--- src/rtl/inst_decode_pipe_if.sv ---
// Instruction-in / decoded-out bundle between PE instruction memory, decode stage and datapath control.
// master drives instructions and consumes decoded outputs; slave is the decode stage.
interface inst_decode_pipe_if #(
  parameter int unsigned FN_LEN           = 3,
  parameter int unsigned NAME_LEN         = 3,
  parameter int unsigned INDEX_LEN        = 8,
  parameter int unsigned WEIGHT_ADDR_LEN  = 5,
  parameter int unsigned INTERIM_ADDR_LEN = 2,
  parameter int unsigned PE_BUS_INDEX_LEN = 4,
  parameter int unsigned GB_BUS_INDEX_LEN = 4,
  parameter int unsigned CNT_LEN          = 16
);
  localparam int unsigned INST_LEN = FN_LEN + 2*(NAME_LEN + INDEX_LEN) + 1 + INTERIM_ADDR_LEN + 1
                                   + WEIGHT_ADDR_LEN + 2 + PE_BUS_INDEX_LEN + GB_BUS_INDEX_LEN;

  logic [INST_LEN-1:0]           inst_word;
  logic                          inst_valid;
  logic                          inst_ready;
  logic                          out_valid;
  logic                          out_ready;
  logic [FN_LEN-1:0]             fn;
  logic [NAME_LEN-1:0]           src0_name;
  logic [INDEX_LEN-1:0]          src0_index;
  logic [NAME_LEN-1:0]           src1_name;
  logic [INDEX_LEN-1:0]          src1_index;
  logic                          dest_interim_wrt;
  logic [INTERIM_ADDR_LEN-1:0]   dest_interim_index;
  logic                          dest_weight_wrt;
  logic [WEIGHT_ADDR_LEN-1:0]    dest_weight_index;
  logic                          dest_pu_neigh_wrt;
  logic                          dest_pe_neigh_wrt;
  logic                          dest_pe_bus_wrt;
  logic [PE_BUS_INDEX_LEN-2:0]   dest_pe_bus_index;
  logic                          dest_gb_bus_wrt;
  logic [GB_BUS_INDEX_LEN-2:0]   dest_gb_bus_index;
  logic [INDEX_LEN-1:0]          repeat_left;
  logic [CNT_LEN-1:0]            issue_count;

  modport master (
    output inst_word, inst_valid, out_ready,
    input  inst_ready, out_valid, fn, src0_name, src0_index, src1_name, src1_index,
           dest_interim_wrt, dest_interim_index, dest_weight_wrt, dest_weight_index,
           dest_pu_neigh_wrt, dest_pe_neigh_wrt, dest_pe_bus_wrt, dest_pe_bus_index,
           dest_gb_bus_wrt, dest_gb_bus_index, repeat_left, issue_count
  );

  modport slave (
    input  inst_word, inst_valid, out_ready,
    output inst_ready, out_valid, fn, src0_name, src0_index, src1_name, src1_index,
           dest_interim_wrt, dest_interim_index, dest_weight_wrt, dest_weight_index,
           dest_pu_neigh_wrt, dest_pe_neigh_wrt, dest_pe_bus_wrt, dest_pe_bus_index,
           dest_gb_bus_wrt, dest_gb_bus_index, repeat_left, issue_count
  );
endinterface

--- src/rtl/inst_decode_pipe.sv ---
// Registered valid/ready instruction decode stage for a PE, with a REPEAT prefix that
// re-issues the following instruction N extra times without refetch.
module inst_decode_pipe #(
  parameter int unsigned     FN_LEN           = 3,
  parameter int unsigned     NAME_LEN         = 3,
  parameter int unsigned     INDEX_LEN        = 8,
  parameter int unsigned     WEIGHT_ADDR_LEN  = 5,
  parameter int unsigned     INTERIM_ADDR_LEN = 2,
  parameter int unsigned     PE_BUS_INDEX_LEN = 4,
  parameter int unsigned     GB_BUS_INDEX_LEN = 4,
  parameter logic [FN_LEN-1:0] REPEAT_FN      = FN_LEN'(3'b111),
  parameter int unsigned     CNT_LEN          = 16
) (
  input  logic               clk,
  input  logic               rstn,
  input  logic               flush,
  inst_decode_pipe_if.slave  bus
);
  // Field offsets, counted from the LSB of the instruction word
  localparam int unsigned OFF_GB   = 0;
  localparam int unsigned OFF_PEB  = OFF_GB + GB_BUS_INDEX_LEN;
  localparam int unsigned OFF_PEN  = OFF_PEB + PE_BUS_INDEX_LEN;
  localparam int unsigned OFF_PUN  = OFF_PEN + 1;
  localparam int unsigned OFF_WI   = OFF_PUN + 1;
  localparam int unsigned OFF_WW   = OFF_WI + WEIGHT_ADDR_LEN;
  localparam int unsigned OFF_II   = OFF_WW + 1;
  localparam int unsigned OFF_IW   = OFF_II + INTERIM_ADDR_LEN;
  localparam int unsigned OFF_S1I  = OFF_IW + 1;
  localparam int unsigned OFF_S1N  = OFF_S1I + INDEX_LEN;
  localparam int unsigned OFF_S0I  = OFF_S1N + NAME_LEN;
  localparam int unsigned OFF_S0N  = OFF_S0I + INDEX_LEN;
  localparam int unsigned OFF_FN   = OFF_S0N + NAME_LEN;
  localparam int unsigned INST_LEN = OFF_FN + FN_LEN;

  typedef enum logic {S_EMPTY, S_HOLD} state_t;

  state_t                state_q, state_d;
  logic [INST_LEN-1:0]   data_q, data_d;
  logic [INDEX_LEN-1:0]  rep_left_q, rep_left_d;
  logic                  rep_pending_q, rep_pending_d;
  logic [INDEX_LEN-1:0]  rep_cnt_q, rep_cnt_d;
  logic [CNT_LEN-1:0]    issue_cnt_q, issue_cnt_d;

  logic out_valid;
  logic last_issue;
  logic handshake;
  logic slot_free;
  logic accept;
  logic is_repeat;

  assign out_valid  = (state_q == S_HOLD);
  assign last_issue = (rep_left_q == '0);
  assign handshake  = out_valid && bus.out_ready;
  assign slot_free  = !out_valid || handshake;
  assign accept     = bus.inst_valid && bus.inst_ready;
  assign is_repeat  = (bus.inst_word[OFF_FN +: FN_LEN] == REPEAT_FN);

  // Only take a new word once the held one has issued its final copy
  assign bus.inst_ready = !flush && (!out_valid || (bus.out_ready && last_issue));

  always_ff @(posedge clk or negedge rstn) begin
    if (!rstn) begin
      state_q       <= S_EMPTY;
      data_q        <= '0;
      rep_left_q    <= '0;
      rep_pending_q <= 1'b0;
      rep_cnt_q     <= '0;
      issue_cnt_q   <= '0;
    end else begin
      state_q       <= state_d;
      data_q        <= data_d;
      rep_left_q    <= rep_left_d;
      rep_pending_q <= rep_pending_d;
      rep_cnt_q     <= rep_cnt_d;
      issue_cnt_q   <= issue_cnt_d;
    end
  end

  // Next state: flush clears everything but the issue counter; a freed slot either
  // loads a normal word or empties (and zeroes the fields so idle outputs read 0)
  always_comb begin
    state_d       = state_q;
    data_d        = data_q;
    rep_left_d    = rep_left_q;
    rep_pending_d = rep_pending_q;
    rep_cnt_d     = rep_cnt_q;
    issue_cnt_d   = issue_cnt_q;

    if (flush) begin
      state_d       = S_EMPTY;
      data_d        = '0;
      rep_left_d    = '0;
      rep_pending_d = 1'b0;
    end else begin
      if (handshake) begin
        issue_cnt_d = issue_cnt_q + CNT_LEN'(1);
      end

      if (handshake && !last_issue) begin
        rep_left_d = rep_left_q - INDEX_LEN'(1);
      end else if (slot_free) begin
        if (accept && !is_repeat) begin
          state_d       = S_HOLD;
          data_d        = bus.inst_word;
          rep_left_d    = rep_pending_q ? rep_cnt_q : '0;
          rep_pending_d = 1'b0;
        end else begin
          state_d    = S_EMPTY;
          data_d     = '0;
          rep_left_d = '0;
        end
        if (accept && is_repeat) begin
          rep_pending_d = 1'b1;
          rep_cnt_d     = bus.inst_word[OFF_S0I +: INDEX_LEN];
        end
      end
    end
  end

  assign bus.out_valid          = out_valid;
  assign bus.fn                 = data_q[OFF_FN  +: FN_LEN];
  assign bus.src0_name          = data_q[OFF_S0N +: NAME_LEN];
  assign bus.src0_index         = data_q[OFF_S0I +: INDEX_LEN];
  assign bus.src1_name          = data_q[OFF_S1N +: NAME_LEN];
  assign bus.src1_index         = data_q[OFF_S1I +: INDEX_LEN];
  assign bus.dest_interim_wrt   = data_q[OFF_IW];
  assign bus.dest_interim_index = data_q[OFF_II  +: INTERIM_ADDR_LEN];
  assign bus.dest_weight_wrt    = data_q[OFF_WW];
  assign bus.dest_weight_index  = data_q[OFF_WI  +: WEIGHT_ADDR_LEN];
  assign bus.dest_pu_neigh_wrt  = data_q[OFF_PUN];
  assign bus.dest_pe_neigh_wrt  = data_q[OFF_PEN];
  assign bus.dest_pe_bus_wrt    = data_q[OFF_PEB + PE_BUS_INDEX_LEN - 1];
  assign bus.dest_pe_bus_index  = data_q[OFF_PEB +: PE_BUS_INDEX_LEN - 1];
  assign bus.dest_gb_bus_wrt    = data_q[OFF_GB + GB_BUS_INDEX_LEN - 1];
  assign bus.dest_gb_bus_index  = data_q[OFF_GB  +: GB_BUS_INDEX_LEN - 1];
  assign bus.repeat_left        = rep_left_q;
  assign bus.issue_count        = issue_cnt_q;

endmodule

--- src/flat_wrapper.sv ---
// flat-port wrapper written by rule: the top's interface ports become plain ports
module inst_decode_pipe_flat 
#(
  parameter int unsigned     FN_LEN           = 3,
  parameter int unsigned     NAME_LEN         = 3,
  parameter int unsigned     INDEX_LEN        = 8,
  parameter int unsigned     WEIGHT_ADDR_LEN  = 5,
  parameter int unsigned     INTERIM_ADDR_LEN = 2,
  parameter int unsigned     PE_BUS_INDEX_LEN = 4,
  parameter int unsigned     GB_BUS_INDEX_LEN = 4,
  parameter logic [FN_LEN-1:0] REPEAT_FN      = FN_LEN'(3'b111),
  parameter int unsigned     CNT_LEN          = 16
)
  (clk, rstn, flush, bus_inst_word, bus_inst_valid, bus_out_ready, bus_inst_ready, bus_out_valid, bus_fn, bus_src0_name, bus_src0_index, bus_src1_name, bus_src1_index, bus_dest_interim_wrt, bus_dest_interim_index, bus_dest_weight_wrt, bus_dest_weight_index, bus_dest_pu_neigh_wrt, bus_dest_pe_neigh_wrt, bus_dest_pe_bus_wrt, bus_dest_pe_bus_index, bus_dest_gb_bus_wrt, bus_dest_gb_bus_index, bus_repeat_left, bus_issue_count);
  inst_decode_pipe_if #(.FN_LEN(FN_LEN), .NAME_LEN(NAME_LEN), .INDEX_LEN(INDEX_LEN), .WEIGHT_ADDR_LEN(WEIGHT_ADDR_LEN), .INTERIM_ADDR_LEN(INTERIM_ADDR_LEN), .PE_BUS_INDEX_LEN(PE_BUS_INDEX_LEN), .GB_BUS_INDEX_LEN(GB_BUS_INDEX_LEN), .CNT_LEN(CNT_LEN)) bus_i ();
  input  logic clk;
  input  logic rstn;
  input  logic flush;
  input wire logic [$bits(bus_i.inst_word)-1:0] bus_inst_word;
  input wire logic [$bits(bus_i.inst_valid)-1:0] bus_inst_valid;
  input wire logic [$bits(bus_i.out_ready)-1:0] bus_out_ready;
  output wire logic [$bits(bus_i.inst_ready)-1:0] bus_inst_ready;
  output wire logic [$bits(bus_i.out_valid)-1:0] bus_out_valid;
  output wire logic [$bits(bus_i.fn)-1:0] bus_fn;
  output wire logic [$bits(bus_i.src0_name)-1:0] bus_src0_name;
  output wire logic [$bits(bus_i.src0_index)-1:0] bus_src0_index;
  output wire logic [$bits(bus_i.src1_name)-1:0] bus_src1_name;
  output wire logic [$bits(bus_i.src1_index)-1:0] bus_src1_index;
  output wire logic [$bits(bus_i.dest_interim_wrt)-1:0] bus_dest_interim_wrt;
  output wire logic [$bits(bus_i.dest_interim_index)-1:0] bus_dest_interim_index;
  output wire logic [$bits(bus_i.dest_weight_wrt)-1:0] bus_dest_weight_wrt;
  output wire logic [$bits(bus_i.dest_weight_index)-1:0] bus_dest_weight_index;
  output wire logic [$bits(bus_i.dest_pu_neigh_wrt)-1:0] bus_dest_pu_neigh_wrt;
  output wire logic [$bits(bus_i.dest_pe_neigh_wrt)-1:0] bus_dest_pe_neigh_wrt;
  output wire logic [$bits(bus_i.dest_pe_bus_wrt)-1:0] bus_dest_pe_bus_wrt;
  output wire logic [$bits(bus_i.dest_pe_bus_index)-1:0] bus_dest_pe_bus_index;
  output wire logic [$bits(bus_i.dest_gb_bus_wrt)-1:0] bus_dest_gb_bus_wrt;
  output wire logic [$bits(bus_i.dest_gb_bus_index)-1:0] bus_dest_gb_bus_index;
  output wire logic [$bits(bus_i.repeat_left)-1:0] bus_repeat_left;
  output wire logic [$bits(bus_i.issue_count)-1:0] bus_issue_count;
  assign bus_i.inst_word = bus_inst_word;
  assign bus_i.inst_valid = bus_inst_valid;
  assign bus_i.out_ready = bus_out_ready;
  assign bus_inst_ready = bus_i.inst_ready;
  assign bus_out_valid = bus_i.out_valid;
  assign bus_fn = bus_i.fn;
  assign bus_src0_name = bus_i.src0_name;
  assign bus_src0_index = bus_i.src0_index;
  assign bus_src1_name = bus_i.src1_name;
  assign bus_src1_index = bus_i.src1_index;
  assign bus_dest_interim_wrt = bus_i.dest_interim_wrt;
  assign bus_dest_interim_index = bus_i.dest_interim_index;
  assign bus_dest_weight_wrt = bus_i.dest_weight_wrt;
  assign bus_dest_weight_index = bus_i.dest_weight_index;
  assign bus_dest_pu_neigh_wrt = bus_i.dest_pu_neigh_wrt;
  assign bus_dest_pe_neigh_wrt = bus_i.dest_pe_neigh_wrt;
  assign bus_dest_pe_bus_wrt = bus_i.dest_pe_bus_wrt;
  assign bus_dest_pe_bus_index = bus_i.dest_pe_bus_index;
  assign bus_dest_gb_bus_wrt = bus_i.dest_gb_bus_wrt;
  assign bus_dest_gb_bus_index = bus_i.dest_gb_bus_index;
  assign bus_repeat_left = bus_i.repeat_left;
  assign bus_issue_count = bus_i.issue_count;
  inst_decode_pipe #(.FN_LEN(FN_LEN), .NAME_LEN(NAME_LEN), .INDEX_LEN(INDEX_LEN), .WEIGHT_ADDR_LEN(WEIGHT_ADDR_LEN), .INTERIM_ADDR_LEN(INTERIM_ADDR_LEN), .PE_BUS_INDEX_LEN(PE_BUS_INDEX_LEN), .GB_BUS_INDEX_LEN(GB_BUS_INDEX_LEN), .REPEAT_FN(REPEAT_FN), .CNT_LEN(CNT_LEN)) u_core (.clk(clk), .rstn(rstn), .flush(flush), .bus(bus_i));
endmodule
--- config.mk ---
export PLATFORM = sky130hd
export DESIGN_NAME = inst_decode_pipe_flat
export DESIGN_NICKNAME = d
export VERILOG_FILES = /design/src/rtl/inst_decode_pipe_if.sv /design/src/rtl/inst_decode_pipe.sv /design/src/flat_wrapper.sv
export SDC_FILE = /design/constraint.sdc
export NUM_CORES = 1
export LEC_CHECK = 0
export BUFFER_PORTS_ARGS = -buffer_cell sky130_fd_sc_hd__buf_2
export CAP_MARGIN = 25
export CORE_ASPECT_RATIO = 0.7
export CORE_MARGIN = 4
export CORE_UTILIZATION = 53
export CTS_CLUSTER_SIZE = 40
export DETAILED_ROUTE_END_ITERATION = 7
export GPL_TIMING_DRIVEN = 0
export PLACE_DENSITY = 0.84
export SETUP_SLACK_MARGIN = 0.2
export SLEW_MARGIN = 30
export SYNTH_ARGS = -nofsm -noshare
export SYNTH_HDL_FRONTEND = slang
export SYNTH_SLANG_ARGS = --single-unit
--- constraint.sdc ---
create_clock -name clk -period 4.8 [get_ports clk]
set_input_delay 0.48 -clock clk [delete_from_list [all_inputs] [get_ports clk]]
set_output_delay 0.48 -clock clk [all_outputs]
set_load 0.02 [all_outputs]
# ---- Word-level counts from Yosys, hierarchy flattened
# Index checks and enable logic that the tools add are counted.
# Widths: inputs -> output; s select.
dict set report classes {
  n_eq_ne 2
  reduce_logical 21
  n_addsub 2
  bitwise 2
  mux 18
}
# op n
set op_table {}
lappend op_table {{$mux 44} 4}
lappend op_table {{$mux 8} 5}
lappend op_table {{$add 16x1->16 const B} 1}
lappend op_table {{$mux 1} 9}
lappend op_table {{$logic_not 8->1} 1}
lappend op_table {{$sub 8x1->8 const B} 1}
lappend op_table {{$logic_and 1x1->1} 7}
lappend op_table {{$reduce_bool 3->1} 2}
lappend op_table {{$logic_not 1->1} 4}
lappend op_table {{$reduce_and 2->1} 2}
lappend op_table {{$reduce_and 4->1} 1}
lappend op_table {{$eq 3x3->1 const B} 1}
lappend op_table {{$reduce_and 3->1} 1}
lappend op_table {{$logic_or 1x1->1} 2}
lappend op_table {{$ne 2x2->1 const B} 1}
lappend op_table {{$not 1->1} 2}
lappend op_table {{$reduce_bool 2->1} 1}
dict set report totals {
  in_bits 49
  output_inout_bits 70
  wordCells 51
  reg_bits 78
}

# ---- Depth between registers and ports, before layout
dict set report logic_depth {
  ltp_word 11
  ltp_mapped 9
  mapped_depth_nobuf 6
}

# ---- Least setup slack after synthesis
# OpenSTA, ideal clock, no wires.
dict set report synth_timing {
  kind {reg-to-reg}
  startpoint {register u_core.rep_left_q[0], in the netlist u_core.bus.repeat_left[0]}
  endpoint {register u_core.data_q[0]}
  synth_period_minus_slack_ns 1.960
  t_arrival_ns 1.839
  path_stages_with_launch 10
  t_required_ns 4.679
  n_path_buf 3
  setup_time_ns 0.121
  slack_ns 2.840
  path_cell_list {dfrtp_1 -> inv_1 -> ha_1 -> and3b_1 -> buf_6 -> a31o_4 -> and3_1 -> buf_6 -> buf_6 -> a22o_1}
}
dict set report synth_between {
  elab_chain_cells 10
  elab_cells_between_ends 14
  cone_classes {eq/ne: 1; mux: 4; reduce/logical: 9}
}
# item line
set synth_rtl {}
lappend synth_rtl {{start, declared} inst_decode_pipe.sv:39} ;# logic [INDEX_LEN-1:0] rep_left_q, rep_left_d;
lappend synth_rtl {{start signal, assigned} inst_decode_pipe.sv:72} ;# rep_left_q <= rep_left_d;
lappend synth_rtl {{$logic_not 8->1 (*)} inst_decode_pipe.sv:52} ;# assign last_issue = (rep_left_q == '0);
lappend synth_rtl {{$logic_and 1x1->1} inst_decode_pipe.sv:59} ;# assign bus.inst_ready = !flush && (!out_valid || (bus.out_ready && last_issue));
lappend synth_rtl {{$logic_or 1x1->1} inst_decode_pipe.sv:59}
lappend synth_rtl {{$logic_and 1x1->1} inst_decode_pipe.sv:59}
lappend synth_rtl {{$logic_and 1x1->1} inst_decode_pipe.sv:55} ;# assign accept = bus.inst_valid && bus.inst_ready;
lappend synth_rtl {{$logic_and 1x1->1} inst_decode_pipe.sv:102} ;# if (accept && !is_repeat) begin
lappend synth_rtl {{$mux 44} inst_decode_pipe.sv:102}
lappend synth_rtl {{$mux 44} inst_decode_pipe.sv:101} ;# end else if (slot_free) begin
lappend synth_rtl {{$mux 44} inst_decode_pipe.sv:99} ;# if (handshake && !last_issue) begin
lappend synth_rtl {{$mux 44} inst_decode_pipe.sv:89} ;# if (flush) begin
lappend synth_rtl {{end signal, assigned} inst_decode_pipe.sv:71} ;# data_q <= data_d;
lappend synth_rtl {{end, declared} inst_decode_pipe.sv:38} ;# logic [INST_LEN-1:0] data_q, data_d;
# Every way passes the cells marked *; elsewhere a longest branch is shown, timed or not. The select of a mux whose other input is x is not followed.
# A chain may end at the register's enable or synchronous reset.

# ---- Final worst setup path
dict set report layout_timing {
  startpoint {register u_core.rep_left_q[0], in the netlist u_core.bus.repeat_left[0]}
  endpoint {output bus_inst_ready}
}
dict set report layout_between {
  elab_chain_cells 4
}
# item line
set layout_rtl {}
lappend layout_rtl {{$logic_not 8->1} inst_decode_pipe.sv:52}
lappend layout_rtl {{$logic_and 1x1->1} inst_decode_pipe.sv:59}
lappend layout_rtl {{$logic_or 1x1->1} inst_decode_pipe.sv:59}
lappend layout_rtl {{$logic_and 1x1->1} inst_decode_pipe.sv:59}
lappend layout_rtl {{end, declared} flat_wrapper.sv:22} ;# output wire logic [$bits(bus_i.inst_ready)-1:0] bus_inst_ready;
# No other way between the ends.

==> reports/results.ini <==
[run_status]
outcome=finished clean

[floorplanning]
die_x_um=101.8
boundaryPins=119
fp-row-count=23
initial_core_util=0.5586
die_area_um2=7496
core-area_um2=5842
die_y_um=73.65

[clocking]
postCtsSetupBuffers=0
clockBufferDepth=2
path_clk_slew_ps=80
cts_tree=built
clock_latency_ps=340
cts_resized=0
clkSinkCount=78
h-tree-depth=3
numCtsBuffers=9
cts_hold_buf=0
cts.root.buffer_cell=clkbuf_8

[power_and_ir_drop]
pwr-share-comb=0.148
clockPowerShare=0.337
switching_power_uw=413.1
pwr-share-seq=0.516
internal_power_mw=1.044
swShare=0.2835
p_leak_nw=2.257
peakVddDrop_uv=190.5
powerDensity_nw_per_um2=349.7

[sta]
finalHoldViolCount=0
drv_slew=0
setup_violations=0
slew_headroom=0.5256
fin_crit_sh=0.4869
fin_skew_ps=7.285
max_clock_freq_mhz=427.9
tightestPinTransition_ps=701.8
grt_setup_unrepaired=false
tns_ps=0
period_minus_slack_ps=2337

[yosys]
syn_inst=251
ys.flop_type=dfrtp_1
yosysTopAreaCell=dfrtp_1
synth-edff-count=0
ys_warn_count=0
synth_cell_type_count=42
synth_top_area_frac=0.5982
synthTopCellsByArea=dfrtp_1, a22o_1, mux2_2
netlist_area_um2=3263
ys_seq_area_frac=0.5982
synth_nets=302
synthMostInstantiatedCell=dfrtp_1
synth-async-reset-ratio=1.000
avgSynthCellArea_um2=13.00
synth_commonest_cells=dfrtp_1, a22o_1, xnor2_1, nand3_1, mux2_2
ys_ff_latch=78

[cells_and_area]
antenna_cells=0
finalNonFillerCells=461
drive_gt1_frac=0.4171
nets=432
area_delta_synth_final_pct=27.72
fin_util=0.7134

[setup_path]
slowest_stage=dfrtp_1
critPathLaunchType=register
critPathMaxStageDelay_ps=380
crit_fanout=5
crit_buf_inv=3
required_ps=4320
cp-startpoint=u_core.bus.repeat_left[0]$_DFFE_PN0P_
cp.depth=7
worstSetupEndpointType=primary output
rr_worst_depth=7
worstPathArrival_ps=1860
crit_family=flip-flops
worst-setup-path-type=register to primary output
path_cells=inv_1 > ha_1 > and3b_1 > buf_6 > a31oi_1 > nor2_1 > buf_2
r2r_start=u_core.bus.repeat_left[0]$_DFFE_PN0P_

[placed_design]
dp_hpwl_mm=5.842
port_buffers=118
dp_cells=445
place_congestion=0.8063

[job]
max-cap-violations=0

[routing]
via_per_inst=5.516
drtAntennaViolNets=0
route.vias.total=2543
drt-wirelength-per-cell_um=16.99
routed_wirelength_mm=7.831
drc=0
drt_iter0_markers=113
drt_pass1_iterations=4

[global_route]
antenna_found_initial=0
grt_overflow=0
grtUsageTotal=0.2227
grt_max_degree=42
grt_pass1_wl_mm=12.72
grt_pass1_vias=2540

[min_path]
hold_path_class=input port to async pin

## through the flow
step / setup WS (ps) / instance area (um2) / power (mW) / hold slack [ps]
3_5_place_dp: 2771 / 3970 / 0.9825 / 460.7
6_report: 2463 / 4168 / 1.457 / 97.48
2_1_floorplan: 2840 / 3263 / 0.8787 / 184.4
3_3_place_gp: 2784 / 3948 / 0.9672 / 459.7
5_1_grt: 2345 / 4168 / 1.528 / 114.4
4_1_cts: 2437 / 4168 / 1.473 / 94.60
## sequential cells by signal, summed over array words and instances, names as in the netlist
name	count
u_core.bus.out_valid	1
u_core.bus.repeat_left	8
u_core.rep_pending_q	1
u_core.data_q	44
u_core.rep_cnt_q	8
u_core.bus.issue_count	16
## cell usage in the layout (no fill, tap or decap), drive strengths merged, types with 7 or more instances in the layout
master	Yosys	layout
dfrtp	78	78
nand3	11	11
nor2	8	8
clkbuf	1	11
a21oi	7	7
inv	5	7
a22o	44	44
mux2	9	9
nand2	8	8
buf	12	131
xnor2	11	11
## path summary, 6_finish.rpt
path	end	slack, ps
setup / recovery	bus_inst_ready	2460
min in group clk	u_core.data_q[13]$_DFFE_PN0P_	340
hold / removal	u_core.bus.issue_count[2]$_DFFE_PN0P_	100
max in group asynchronous	u_core.data_q[42]$_DFFE_PN0P_	4140
hold reg to reg	u_core.bus.issue_count[15]$_DFFE_PN0P_	480
setup reg to reg	u_core.data_q[37]$_DFFE_PN0P_	2800
## layout make-up
cell class	count	area (um2)
Clock inverter	6	70.07
Fill cell	454	1674
Clock buffer	10	127.6
Timing Repair Buffer	119	613.1
Tap cell	75	93.84
Sequential cell	78	1952
Buffer	13	101.3
Multi-Input combinational cell	155	1191
Inverter	5	18.77
## layer usage
metal / up-vias / part of all wire / track usage / wire length, um
li1: 1195 / - / - / -
met3: 6 / 0.089 / 0.08349 / 695
met5: - / 0 / 0 / 0
met1: 1229 / 0.45 / 0.3124 / 3508
met2: 113 / 0.46 / 0.3297 / 3581
met4: 0 / 0.0057 / 0.05605 / 45
## power by group through the flow
stage          clock network, mW  registers (mW)  logic, mW
2_1_floorplan                  0           0.794     0.0844
3_3_place_gp                   0           0.759      0.208
3_5_place_dp                   0           0.763      0.219
4_1_cts                    0.502           0.751      0.220
5_1_grt                    0.531           0.759      0.238
6_report                   0.491           0.751      0.215
## cell families (layout without fill, tap and decap cells)
family | Yosys count | after routing | share of synthesized area
buffers and inverters | 18 | 153 | 0.03681
AOI/OAI and AO/OA | 66 | 66 | 0.1687
muxes | 11 | 11 | 0.03719
and+or+nand+nor | 61 | 61 | 0.1112
DFF | 78 | 78 | 0.5982
xor gates and xnor gates | 15 | 15 | 0.04026
adders and majority gates | 2 | 2 | 0.007667
(Power assumes the default switching activity.)
